--- src/rtl/arith_issue_queue_if.sv ---
// Dispatch, writeback and issue bundle shared by the arithmetic issue queue and its driver.
interface arith_issue_queue_if #(
   parameter int DEPTH = 4,
   parameter int PRN_W = 7,
   parameter int ID_W  = 6
);
   localparam int CNT_W = $clog2(DEPTH) + 1;

   logic                  flush;
   logic                  disp_valid;
   logic                  disp_ready;
   logic [31:0]           disp_inst;
   logic [ID_W-1:0]       disp_inst_id;
   logic [PRN_W-1:0]      disp_out_prn;
   logic [1:0][PRN_W-1:0] disp_src_prn;
   logic [1:0]            disp_src_rdy;
   logic [1:0][63:0]      disp_src_val;
   logic                  wb_valid;
   logic [PRN_W-1:0]      wb_prn;
   logic [63:0]           wb_data;
   logic                  iss_valid;
   logic                  iss_ready;
   logic [31:0]           iss_inst;
   logic [ID_W-1:0]       iss_inst_id;
   logic [PRN_W-1:0]      iss_out_prn;
   logic [1:0][63:0]      iss_op;
   logic [CNT_W-1:0]      count;

   modport master (
      output flush, disp_valid, disp_inst, disp_inst_id, disp_out_prn,
             disp_src_prn, disp_src_rdy, disp_src_val,
             wb_valid, wb_prn, wb_data, iss_ready,
      input  disp_ready, iss_valid, iss_inst, iss_inst_id, iss_out_prn, iss_op, count
   );

   modport slave (
      input  flush, disp_valid, disp_inst, disp_inst_id, disp_out_prn,
             disp_src_prn, disp_src_rdy, disp_src_val,
             wb_valid, wb_prn, wb_data, iss_ready,
      output disp_ready, iss_valid, iss_inst, iss_inst_id, iss_out_prn, iss_op, count
   );
endinterface

--- src/rtl/arith_issue_queue.sv ---
// Arithmetic reservation station: holds dispatched instructions until both source
// operands are present, then issues the oldest ready one through a single output register.
module arith_issue_queue #(
   parameter int DEPTH = 4,
   parameter int PRN_W = 7,
   parameter int ID_W  = 6
) (
   input  logic                clk,
   input  logic                rst,
   arith_issue_queue_if.slave  q
);
   localparam int AGE_W = $clog2(DEPTH);
   localparam int CNT_W = $clog2(DEPTH) + 1;

   // entry state (rank 0 = oldest)
   logic [DEPTH-1:0]      r_vld;
   logic [AGE_W-1:0]      r_age  [DEPTH];
   logic [1:0]            r_rdy  [DEPTH];
   logic [31:0]           r_inst [DEPTH];
   logic [ID_W-1:0]       r_id   [DEPTH];
   logic [PRN_W-1:0]      r_oprn [DEPTH];
   logic [1:0][PRN_W-1:0] r_prn  [DEPTH];
   logic [1:0][63:0]      r_val  [DEPTH];

   // output register
   logic                  r_iss_valid;
   logic [31:0]           r_iss_inst;
   logic [ID_W-1:0]       r_iss_id;
   logic [PRN_W-1:0]      r_iss_oprn;
   logic [1:0][63:0]      r_iss_op;

   logic [CNT_W-1:0]      w_count;
   logic                  w_free_hit;
   logic [AGE_W-1:0]      w_free_idx;
   logic                  w_sel_hit;
   logic [AGE_W-1:0]      w_sel_idx;
   logic [AGE_W-1:0]      w_sel_age;
   logic                  w_disp_ready;
   logic                  w_accept;
   logic                  w_load;
   logic                  w_issue;
   logic [AGE_W-1:0]      w_new_age;
   logic [1:0]            w_disp_rdy;
   logic [1:0][63:0]      w_disp_val;
   logic [1:0]            w_wake [DEPTH];

   // Occupancy, lowest free slot and oldest eligible entry, all from registered state
   always_comb begin
      w_count    = '0;
      w_free_hit = 1'b0;
      w_free_idx = '0;
      w_sel_hit  = 1'b0;
      w_sel_idx  = '0;
      w_sel_age  = '0;
      for (int i = 0; i < DEPTH; i++) begin
         if (r_vld[i]) begin
            w_count = w_count + CNT_W'(1);
         end else if (!w_free_hit) begin
            w_free_hit = 1'b1;
            w_free_idx = AGE_W'(i);
         end
         if (r_vld[i] && (&r_rdy[i]) && (!w_sel_hit || (r_age[i] < w_sel_age))) begin
            w_sel_hit = 1'b1;
            w_sel_idx = AGE_W'(i);
            w_sel_age = r_age[i];
         end
      end
   end

   // Handshakes, new-entry rank and same-cycle writeback capture for the dispatched sources
   always_comb begin
      w_disp_ready = (w_count != CNT_W'(DEPTH)) && !q.flush;
      w_accept     = q.disp_valid && w_disp_ready;
      w_load       = !r_iss_valid || q.iss_ready;
      w_issue      = w_load && w_sel_hit && !q.flush;
      // the slot freed by this cycle's issue shifts the youngest rank down by one
      w_new_age    = AGE_W'(w_count - CNT_W'(w_issue));
      for (int s = 0; s < 2; s++) begin
         w_disp_rdy[s] = q.disp_src_rdy[s] ||
                         (q.wb_valid && (q.disp_src_prn[s] == q.wb_prn));
         w_disp_val[s] = q.disp_src_rdy[s] ? q.disp_src_val[s] : q.wb_data;
      end
      for (int i = 0; i < DEPTH; i++) begin
         for (int s = 0; s < 2; s++) begin
            w_wake[i][s] = q.wb_valid && r_vld[i] && !r_rdy[i][s] &&
                           (r_prn[i][s] == q.wb_prn);
         end
      end
   end

   // Entry control: valid bits, source ready flags and age ranks
   always_ff @(posedge clk) begin
      if (rst || q.flush) begin
         r_vld <= '0;
         for (int i = 0; i < DEPTH; i++) begin
            r_rdy[i] <= '0;
            r_age[i] <= '0;
         end
      end else begin
         for (int i = 0; i < DEPTH; i++) begin
            if (r_vld[i]) begin
               if (w_issue && (AGE_W'(i) == w_sel_idx)) begin
                  r_vld[i] <= 1'b0;
               end else if (w_issue && (r_age[i] > w_sel_age)) begin
                  r_age[i] <= r_age[i] - AGE_W'(1);
               end
               r_rdy[i] <= r_rdy[i] | w_wake[i];
            end else if (w_accept && (AGE_W'(i) == w_free_idx)) begin
               r_vld[i] <= 1'b1;
               r_age[i] <= w_new_age;
               r_rdy[i] <= w_disp_rdy;
            end
         end
      end
   end

   // Entry payload: written on dispatch, operand values captured on wakeup
   always_ff @(posedge clk) begin
      for (int i = 0; i < DEPTH; i++) begin
         if (!r_vld[i] && w_accept && (AGE_W'(i) == w_free_idx)) begin
            r_inst[i] <= q.disp_inst;
            r_id[i]   <= q.disp_inst_id;
            r_oprn[i] <= q.disp_out_prn;
            r_prn[i]  <= q.disp_src_prn;
            r_val[i]  <= w_disp_val;
         end else begin
            for (int s = 0; s < 2; s++) begin
               if (w_wake[i][s]) begin
                  r_val[i][s] <= q.wb_data;
               end
            end
         end
      end
   end

   // Output register: refill when empty or when the unit takes the current instruction
   always_ff @(posedge clk) begin
      if (rst) begin
         r_iss_valid <= 1'b0;
         r_iss_inst  <= '0;
         r_iss_id    <= '0;
         r_iss_oprn  <= '0;
         r_iss_op    <= '0;
      end else if (q.flush) begin
         r_iss_valid <= 1'b0;
      end else if (w_load) begin
         r_iss_valid <= w_sel_hit;
         if (w_sel_hit) begin
            r_iss_inst <= r_inst[w_sel_idx];
            r_iss_id   <= r_id[w_sel_idx];
            r_iss_oprn <= r_oprn[w_sel_idx];
            r_iss_op   <= r_val[w_sel_idx];
         end
      end
   end

   assign q.disp_ready  = w_disp_ready;
   assign q.count       = w_count;
   assign q.iss_valid   = r_iss_valid;
   assign q.iss_inst    = r_iss_inst;
   assign q.iss_inst_id = r_iss_id;
   assign q.iss_out_prn = r_iss_oprn;
   assign q.iss_op      = r_iss_op;
endmodule

--- src/flat_wrapper.sv ---
// flat-port wrapper written by rule: the top's interface ports become plain ports
module arith_issue_queue_flat 
#(
   parameter int DEPTH = 4,
   parameter int PRN_W = 7,
   parameter int ID_W  = 6
)
  (clk, rst, q_flush, q_disp_valid, q_disp_inst, q_disp_inst_id, q_disp_out_prn, q_disp_src_prn, q_disp_src_rdy, q_disp_src_val, q_wb_valid, q_wb_prn, q_wb_data, q_iss_ready, q_disp_ready, q_iss_valid, q_iss_inst, q_iss_inst_id, q_iss_out_prn, q_iss_op, q_count);
  arith_issue_queue_if #(.DEPTH(DEPTH), .PRN_W(PRN_W), .ID_W(ID_W)) q_i ();
  input  logic clk;
  input  logic rst;
  input wire logic [$bits(q_i.flush)-1:0] q_flush;
  input wire logic [$bits(q_i.disp_valid)-1:0] q_disp_valid;
  input wire logic [$bits(q_i.disp_inst)-1:0] q_disp_inst;
  input wire logic [$bits(q_i.disp_inst_id)-1:0] q_disp_inst_id;
  input wire logic [$bits(q_i.disp_out_prn)-1:0] q_disp_out_prn;
  input wire logic [$bits(q_i.disp_src_prn)-1:0] q_disp_src_prn;
  input wire logic [$bits(q_i.disp_src_rdy)-1:0] q_disp_src_rdy;
  input wire logic [$bits(q_i.disp_src_val)-1:0] q_disp_src_val;
  input wire logic [$bits(q_i.wb_valid)-1:0] q_wb_valid;
  input wire logic [$bits(q_i.wb_prn)-1:0] q_wb_prn;
  input wire logic [$bits(q_i.wb_data)-1:0] q_wb_data;
  input wire logic [$bits(q_i.iss_ready)-1:0] q_iss_ready;
  output wire logic [$bits(q_i.disp_ready)-1:0] q_disp_ready;
  output wire logic [$bits(q_i.iss_valid)-1:0] q_iss_valid;
  output wire logic [$bits(q_i.iss_inst)-1:0] q_iss_inst;
  output wire logic [$bits(q_i.iss_inst_id)-1:0] q_iss_inst_id;
  output wire logic [$bits(q_i.iss_out_prn)-1:0] q_iss_out_prn;
  output wire logic [$bits(q_i.iss_op)-1:0] q_iss_op;
  output wire logic [$bits(q_i.count)-1:0] q_count;
  assign q_i.flush = q_flush;
  assign q_i.disp_valid = q_disp_valid;
  assign q_i.disp_inst = q_disp_inst;
  assign q_i.disp_inst_id = q_disp_inst_id;
  assign q_i.disp_out_prn = q_disp_out_prn;
  assign q_i.disp_src_prn = q_disp_src_prn;
  assign q_i.disp_src_rdy = q_disp_src_rdy;
  assign q_i.disp_src_val = q_disp_src_val;
  assign q_i.wb_valid = q_wb_valid;
  assign q_i.wb_prn = q_wb_prn;
  assign q_i.wb_data = q_wb_data;
  assign q_i.iss_ready = q_iss_ready;
  assign q_disp_ready = q_i.disp_ready;
  assign q_iss_valid = q_i.iss_valid;
  assign q_iss_inst = q_i.iss_inst;
  assign q_iss_inst_id = q_i.iss_inst_id;
  assign q_iss_out_prn = q_i.iss_out_prn;
  assign q_iss_op = q_i.iss_op;
  assign q_count = q_i.count;
  arith_issue_queue #(.DEPTH(DEPTH), .PRN_W(PRN_W), .ID_W(ID_W)) u_core (.clk(clk), .rst(rst), .q(q_i));
endmodule
--- config.mk ---
export PLATFORM = sky130hd
export DESIGN_NAME = arith_issue_queue_flat
export DESIGN_NICKNAME = d
export VERILOG_FILES = /design/src/rtl/arith_issue_queue_if.sv /design/src/rtl/arith_issue_queue.sv /design/src/flat_wrapper.sv
export SDC_FILE = /design/constraint.sdc
export NUM_CORES = 2
export LEC_CHECK = 0
export BUFFER_PORTS_ARGS = -buffer_cell sky130_fd_sc_hd__buf_4
export CAP_MARGIN = 20
export CORE_MARGIN = 5
export CORE_UTILIZATION = 55
export DETAILED_ROUTE_END_ITERATION = 6
export HOLD_SLACK_MARGIN = 0.06
export PLACE_DENSITY = 0.75
export SLEW_MARGIN = 40
export SYNTH_ARGS = -nofsm -noshare
export SYNTH_HDL_FRONTEND = slang
export SYNTH_SLANG_ARGS = --single-unit
--- constraint.sdc ---
create_clock -name clk -period 7.8 [get_ports clk]
set_input_delay 0.78 -clock clk [delete_from_list [all_inputs] [get_ports clk]]
set_output_delay 0.78 -clock clk [all_outputs]
set_load 0.005 [all_outputs]
Word-level counts from Yosys, hierarchy flattened
Memory sizes are Yosys's and may differ from the RTL's. A register that Yosys moved wholly into a read port is not among the register bits.
Cells that the tools add are included.
{"block": "totals", "regBits": 5, "latchBits": 0, "ram_bits": 764, "rom_bits": 0, "inputBits": 266, "output_inout_bits": 178, "elab_cells": 343, "mem_count": 7}
{"block": "op_classes", "n_addsub": 8, "multipliers": 0, "div": 0, "magnitude_cmp": 7, "n_eq_ne": 17, "shifts": 0, "n_mux": 176, "bitwise": 29, "n_reduce_logical": 97}
{"memory": "u_core.r_val", "depth": 4, "width": 128, "rd": 1, "rd_ports_with_merged_regs": 1, "wr": 4, "line_no": "arith_issue_queue.sv:23", "text": "logic [1:0][63:0] r_val [DEPTH];"}
{"memory": "u_core.r_inst", "depth": 4, "width": 32, "rd": 1, "rd_ports_with_merged_regs": 1, "wr": 1, "line_no": "arith_issue_queue.sv:19", "text": "logic [31:0] r_inst [DEPTH];"}
{"memory": "u_core.r_prn", "depth": 4, "width": 14, "rd": 4, "rd_ports_with_merged_regs": 0, "wr": 1, "line_no": "arith_issue_queue.sv:22", "text": "logic [1:0][PRN_W-1:0] r_prn [DEPTH];"}
{"memory": "u_core.r_oprn", "depth": 4, "width": 7, "rd": 1, "rd_ports_with_merged_regs": 1, "wr": 1, "line_no": "arith_issue_queue.sv:21", "text": "logic [PRN_W-1:0] r_oprn [DEPTH];"}
{"memory": "u_core.r_id", "depth": 4, "width": 6, "rd": 1, "rd_ports_with_merged_regs": 1, "wr": 1, "line_no": "arith_issue_queue.sv:20", "text": "logic [ID_W-1:0] r_id [DEPTH];"}
{"memory": "u_core.r_age", "depth": 4, "width": 2, "rd": 4, "rd_ports_with_merged_regs": 0, "wr": 4, "line_no": "arith_issue_queue.sv:17", "text": "logic [AGE_W-1:0] r_age [DEPTH];"}
{"memory": "1 more memories"}
{"cell": "two-way mux 64 bit", "n": 10}
{"cell": "two-way mux 1 bit", "n": 112}
{"cell": "two-way mux 32 bit", "n": 3}
{"cell": "OR reduction 32 bit", "n": 3}
{"cell": "two-way mux 2 bit", "n": 39}
{"cell": "equality test 7 bit", "n": 10}
{"cell": "logical AND 1 bit", "n": 53}
{"cell": "two-way mux 14 bit", "n": 3}
{"cell": "OR reduction 14 bit", "n": 3}
{"cell": "bitwise OR 1 bit", "n": 24}
{"cell": "two-way mux 7 bit", "n": 3}
{"cell": "OR reduction 7 bit", "n": 3}
{"cell": "two-way mux 6 bit", "n": 3}
{"cell": "OR reduction 6 bit", "n": 3}
{"cell": "logical NOT 1 bit", "n": 17}
{"cell": "adder 3 x 1 -> 3 bit, second input constant", "n": 3}
{"cell": "two-way mux 3 bit", "n": 3}
{"cell": "equality test 2 bit, first input constant", "n": 4}
{"cell": "> comparator 2 bit", "n": 4}
{"cell": "bitwise OR 2 bit", "n": 4}
{"cell": "AND reduction 2 bit", "n": 4}
{"cell": "subtractor 2 x 1 -> 2 bit, second input constant", "n": 4}
{"cell": "logical OR 1 bit", "n": 7}
{"cell": "< comparator 2 bit", "n": 3}
{"cell": "other kinds (7)", "n": 9}

Logic depth before layout (Yosys ltp)
An unclocked memory read counts as a cell.
{"block": "logic_depth", "word_depth": 26, "mapped_depth": 18, "depth_no_buf": 17}

Least setup slack after synthesis
No wires, ideal clock.
{"block": "synth_path", "kind": "register to register", "from": "reg u_core.r_vld[0]", "to": "mem u_core.r_val[0][100] in the netlist's numbering (enable)", "setup_ns": 0.424, "arrival_ns": 3.781, "setup_slack_ns": 3.595, "path_stages_with_launch": 14, "path_buffers": 2, "cell_sequence": "dfxtp_1 buf_2 inv_1 ha_1 xor2_1 ha_1 and3b_1 o21ai_0 a21oi_1 nor2_1 and2_1 clkbuf_1 nand3_1 nand2_1"}
{"element": "start, declared", "line_no": "arith_issue_queue.sv:16", "text": "logic [DEPTH-1:0] r_vld;"}
{"element": "start signal, assigned", "line_no": "arith_issue_queue.sv:94", "text": "r_vld <= '0;"}
{"element": "start signal, assigned by index", "line_no": "arith_issue_queue.sv:103", "text": "r_vld[i] <= 1'b0;"}
{"element": "start signal, assigned by index", "line_no": "arith_issue_queue.sv:109", "text": "r_vld[i] <= 1'b1;"}
{"element": "end, declared", "line_no": "arith_issue_queue.sv:23"}

Worst setup path in the final report
{"block": "layout_path", "from": "reg u_core.r_vld[0]", "to": "reg u_core.r_iss_op (netlist bit u_core.q.iss_op[76])"}
{"block": "layout_between", "elab_chain_cells": 15, "word_cells_on_any_way": 24, "cone_classes": "3 x order compare; 10 x mux; 11 x reduce/logical"}
{"element": "logical AND 1 bit *", "line_no": "arith_issue_queue.sv:62", "text": "if (r_vld[i] && (&r_rdy[i]) && (!w_sel_hit || (r_age[i] < w_sel_age))) begin"}
{"element": "two-way mux 2 bit or two-way mux 1 bit (tied branches)", "line_no": "arith_issue_queue.sv:62"}
{"element": "< comparator 2 bit or logical NOT 1 bit (tied branches)", "line_no": "arith_issue_queue.sv:62"}
{"element": "logical OR 1 bit", "line_no": "arith_issue_queue.sv:62"}
{"element": "logical AND 1 bit", "line_no": "arith_issue_queue.sv:62"}
{"element": "two-way mux 2 bit or two-way mux 1 bit (tied branches)", "line_no": "arith_issue_queue.sv:62"}
{"element": "< comparator 2 bit or logical NOT 1 bit (tied branches)", "line_no": "arith_issue_queue.sv:62"}
{"element": "logical OR 1 bit", "line_no": "arith_issue_queue.sv:62"}
{"element": "logical AND 1 bit", "line_no": "arith_issue_queue.sv:62"}
{"element": "two-way mux 2 bit or two-way mux 1 bit (tied branches)", "line_no": "arith_issue_queue.sv:62"}
{"element": "< comparator 2 bit or logical NOT 1 bit (tied branches)", "line_no": "arith_issue_queue.sv:62"}
{"element": "logical OR 1 bit", "line_no": "arith_issue_queue.sv:62"}
{"element": "logical AND 1 bit", "line_no": "arith_issue_queue.sv:62"}
{"element": "two-way mux 1 bit", "line_no": "arith_issue_queue.sv:62"}
{"element": "AND reduction 3 bit (no source line)"}
{"element": "end signal, assigned", "line_no": "arith_issue_queue.sv:152", "text": "r_iss_op <= r_val[w_sel_idx];"}
{"element": "end, declared", "line_no": "arith_issue_queue.sv:30", "text": "logic [1:0][63:0] r_iss_op;"}
Every way passes the cells marked *; elsewhere a longest branch is shown, timed or not.
A chain may end at the register's enable or synchronous reset.

==> summary.md <==
| Metric | Value |
|---|---|
| Status | `completed` |
| Setup TNS | `0 ns` |
| Post-synth EDFFs | `764` |
| Worst vdd ir | `0.169 mV` |
| DRT Wirelength | `120000 um` |
| Combinational power share | `6.4%` |
| Syn nets | `3667` |
| Sw Ratio | `21.9%` |
| Cell variety after synth | `60` |
| Postcts setup bufs | `0` |
| Area leader, netlist | `edfxtp_1` |
| Max-cap violations | `0` |
| Clk pin slew, worst setup/hold paths | `0.07 ns` |
| Deepest clock path buffer count | `3` |
| Synthesis Warnings | `0` |
| Clock network power share | `42.9%` |
| Area post-placement | `47800 um^2` |
| Post-synthesis instance total | `3388` |
| CTS root buf | `clkbuf_16` |
| Crit path DAT | `5.48 ns` |
| Crit Path Max Fanout | `96` |
| Critical Path Max Stage Delay | `0.62 ns` |
| Largest net degree at the start of global routing | `133` |
| RSZ-0062 raised after global routing | `no` |
| Initial antenna violation count | `22` |
| Asr flop ratio synth | `0%` |
| Vias | `29300` |
| Crit. End Element | `flip-flop` |
| Grt ovf | `0` |
| H-tree depth | `3` |
| Global-route wire length before repair | `180000 um` |
| Setup violators final | `0` |
| Worst-path cell chain | `and3_1 -> nand2_1 -> ha_1 -> a211oi_1 -> o21ai_1 -> a211o_1 -> and2_1 -> maj3_2 -> o211ai_4 -> buf_12 -> buf_4 -> o21ai_0` |
| Clock latency on the worst-skew pair | `0.68 ns` |
| Residual DRC | `0` |
| Most numerous cell in the Yosys netlist | `edfxtp_1` |
| I/O Buffers | `443` |
| Post-route cell area | `51100 um^2` |
| Post-CTS sizing | `0` |
| CP Launch Type | `flip-flop` |
| Leakage | `0.0178 uW` |
| Clk sink count | `942` |
| Final Skew | `0.0458 ns` |
| CTS Hold Bufs | `0` |
| F_max | `201 MHz` |
| Initial DRC count | `2311` |
| RD Place Congestion | `0.879` |
| FF+latch count, synth | `942` |
| Gr usage total | `27.2%` |
| DP Wirelength | `71500 um` |
| Minimum clock period | `4.98 ns` |
| Kind of critical path | `reg2reg` |
| Share of cells above drive strength 1 | `33.0%` |
| Register area share after synthesis | `60.8%` |
| Critical Path RT | `8.30 ns` |
| Detailed-route wire length per cell | `24.5 um` |
| Worst slew pin tran | `0.893 ns` |
| Seq pwr share | `50.7%` |
| CTS tree | `yes` |
| Synth-to-Final Area Change | `17.2%` |
| Pwr dens | `214 nW/um^2` |
| Synth Flop Type | `edfxtp_1` |
| P_int | `8550 uW` |
| Core ar. | `78700 um^2` |
| Slowest stage cell, crit path | `buf_4` |
| Mean Syn Cell Area | `12.9 um^2` |
| Die area | `85000 um^2` |
| Switch Pwr | `2400 uW` |
| Die span in y | `292 um` |
| Slew headroom | `40.5%` |
| Yosys top cell area share | `52.6%` |
| Die width | `292 um` |
| Pins Over Slew Limit | `0` |
| Antenna Nets Post-Route | `0` |
| Part of the cycle the worst path needs | `63.9%` |
| Vias in the first global route | `29200` |
| Total CTS buffers | `98` |
| Initial Utilization | `55.4%` |
| # nets final | `4033` |
| Synth cell count leaders | `edfxtp_1, nand2_1, mux2_2` |
| Row Count | `103` |
| Ports | `444` |
| Via density | `5.97` |
| Final Hold Fails | `0` |
| Hold crit path type | `in2reg` |
| Largest cells by area after synthesis | `edfxtp_1, mux2_2, dfxtp_1` |
| Post-Syn Area | `43600 um^2` |
| Count of TritonRoute iterations in the first routing pass | `6` |
==> cell type report <==
class / instances / area (um^2)
flip-flops and latches: 942 / 26500
multi-input cells: 2205 / 16100
repair buffers: 485 / 3750
clock inverters: 48 / 523
fillers: 5894 / 27600
clock buffers: 138 / 2720
well taps: 1050 / 1310
diodes: 20 / 50.0
inverters: 22 / 92.6
==> flip-flops by register name, indices dropped and copies added (netlist names), 24 cells and up <==
signal / cells
u_core.q.iss_inst: 32
u_core.q.iss_op: 128
u_core.r_id: 24
u_core.r_inst: 128
u_core.r_oprn: 28
u_core.r_prn: 56
u_core.r_val: 512
==> power groups by stage <==
| stage | Combinational, uW | Clock (uW) | Sequential [uW] |
|---|---|---|---|
| 5_1_grt | 753 | 4970 | 5550 |
| 6_report | 704 | 4700 | 5550 |
| 4_1_cts | 701 | 4750 | 5550 |
| 3_3_place_gp | 679 | 0 | 5650 |
| 2_1_floorplan | 390 | 0 | 5650 |
| 3_5_place_dp | 695 | 0 | 5660 |
==> layout by cell type (no fill, tap or decap), types with 7 or more instances in the layout <==
cell | synthesis | routed
nand2_4 | 0 | 16
nor4_1 | 12 | 12
dfxtp_1 | 178 | 178
nand3_1 | 17 | 17
nor2_1 | 26 | 24
mux2i_1 | 174 | 174
nor3_1 | 10 | 10
o21ai_2 | 90 | 90
mux2_2 | 513 | 513
o22a_1 | 173 | 173
diode_2 | 0 | 20
clkbuf_8 | 0 | 12
clkbuf_16 | 0 | 98
clkinv_2 | 0 | 20
a21oi_1 | 17 | 17
xor2_1 | 63 | 63
o21ai_0 | 425 | 425
buf_6 | 3 | 9
bufinv_16 | 0 | 7
clkinv_1 | 0 | 12
o21ai_1 | 21 | 21
xnor2_1 | 15 | 15
nand2_1 | 565 | 548
ha_1 | 13 | 13
clkbuf_1 | 149 | 28
inv_1 | 22 | 17
edfxtp_1 | 764 | 764
buf_4 | 11 | 471
==> metal layers <==
metal	vias up	wire length [um]	track usage, %
li1	13400	-	-
met1	14600	48800	36.2
met2	1103	58500	45.2
met3	182	9350	5.33
met4	10	3490	8.92
met5	-	81	0
==> worst max-delay path: cells and delay by family (launching register included) <==
kind	cells	cell delay, ns
buffers and inverters	2	1.15
DFF	1	0.57
and+or+nand+nor	3	0.62
adders and majority gates	2	0.65
AOI/OAI and AO/OA	5	1.65
==> kinds of logic after synthesis <==
logic type      share of synthesized area [%]
buf+inv                                  2.57
mux                                      17.2
compound gates                           11.3
flops                                    60.8
xor+xnor                                 1.57
fa+ha+maj                               0.445
simple gates                             6.07
==> through the flow <==
stage | setup slack (ns) | power (uW) | cells | hold WS, ns | util [%]
floorplan | 3.60 | 6040 | 3388 | 0.490 | -
global placement | 3.13 | 6330 | 4701 | 0.495 | 60.6
detailed placement | 2.95 | 6350 | 4702 | 0.505 | 60.7
CTS | 2.90 | 11000 | 4888 | 0.258 | 64.8
global route | 2.68 | 11300 | 4905 | 0.280 | 64.9
finish | 2.82 | 10900 | 4910 | 0.300 | 64.9
==> final timing paths <==
check / depth (start not counted) / endpoint / slack, ns / start
setup / recovery: 12 / u_core.q.iss_op[76]$_SDFFE_PP0P_ / 2.82 / u_core.r_vld[0]$_SDFF_PP0_
hold / removal: 1 / u_core.r_inst[3][9]$_DFFE_PP_ / 0.30 / q_disp_inst[9]
setup reg to reg: 12 / u_core.q.iss_op[76]$_SDFFE_PP0P_ / 2.82 / u_core.r_vld[0]$_SDFF_PP0_
hold reg to reg: 2 / u_core.q.iss_op[75]$_SDFFE_PP0P_ / 0.51 / u_core.r_val[2][75]$_DFFE_PP_
Note: power is estimated with default switching activity, not from simulation.
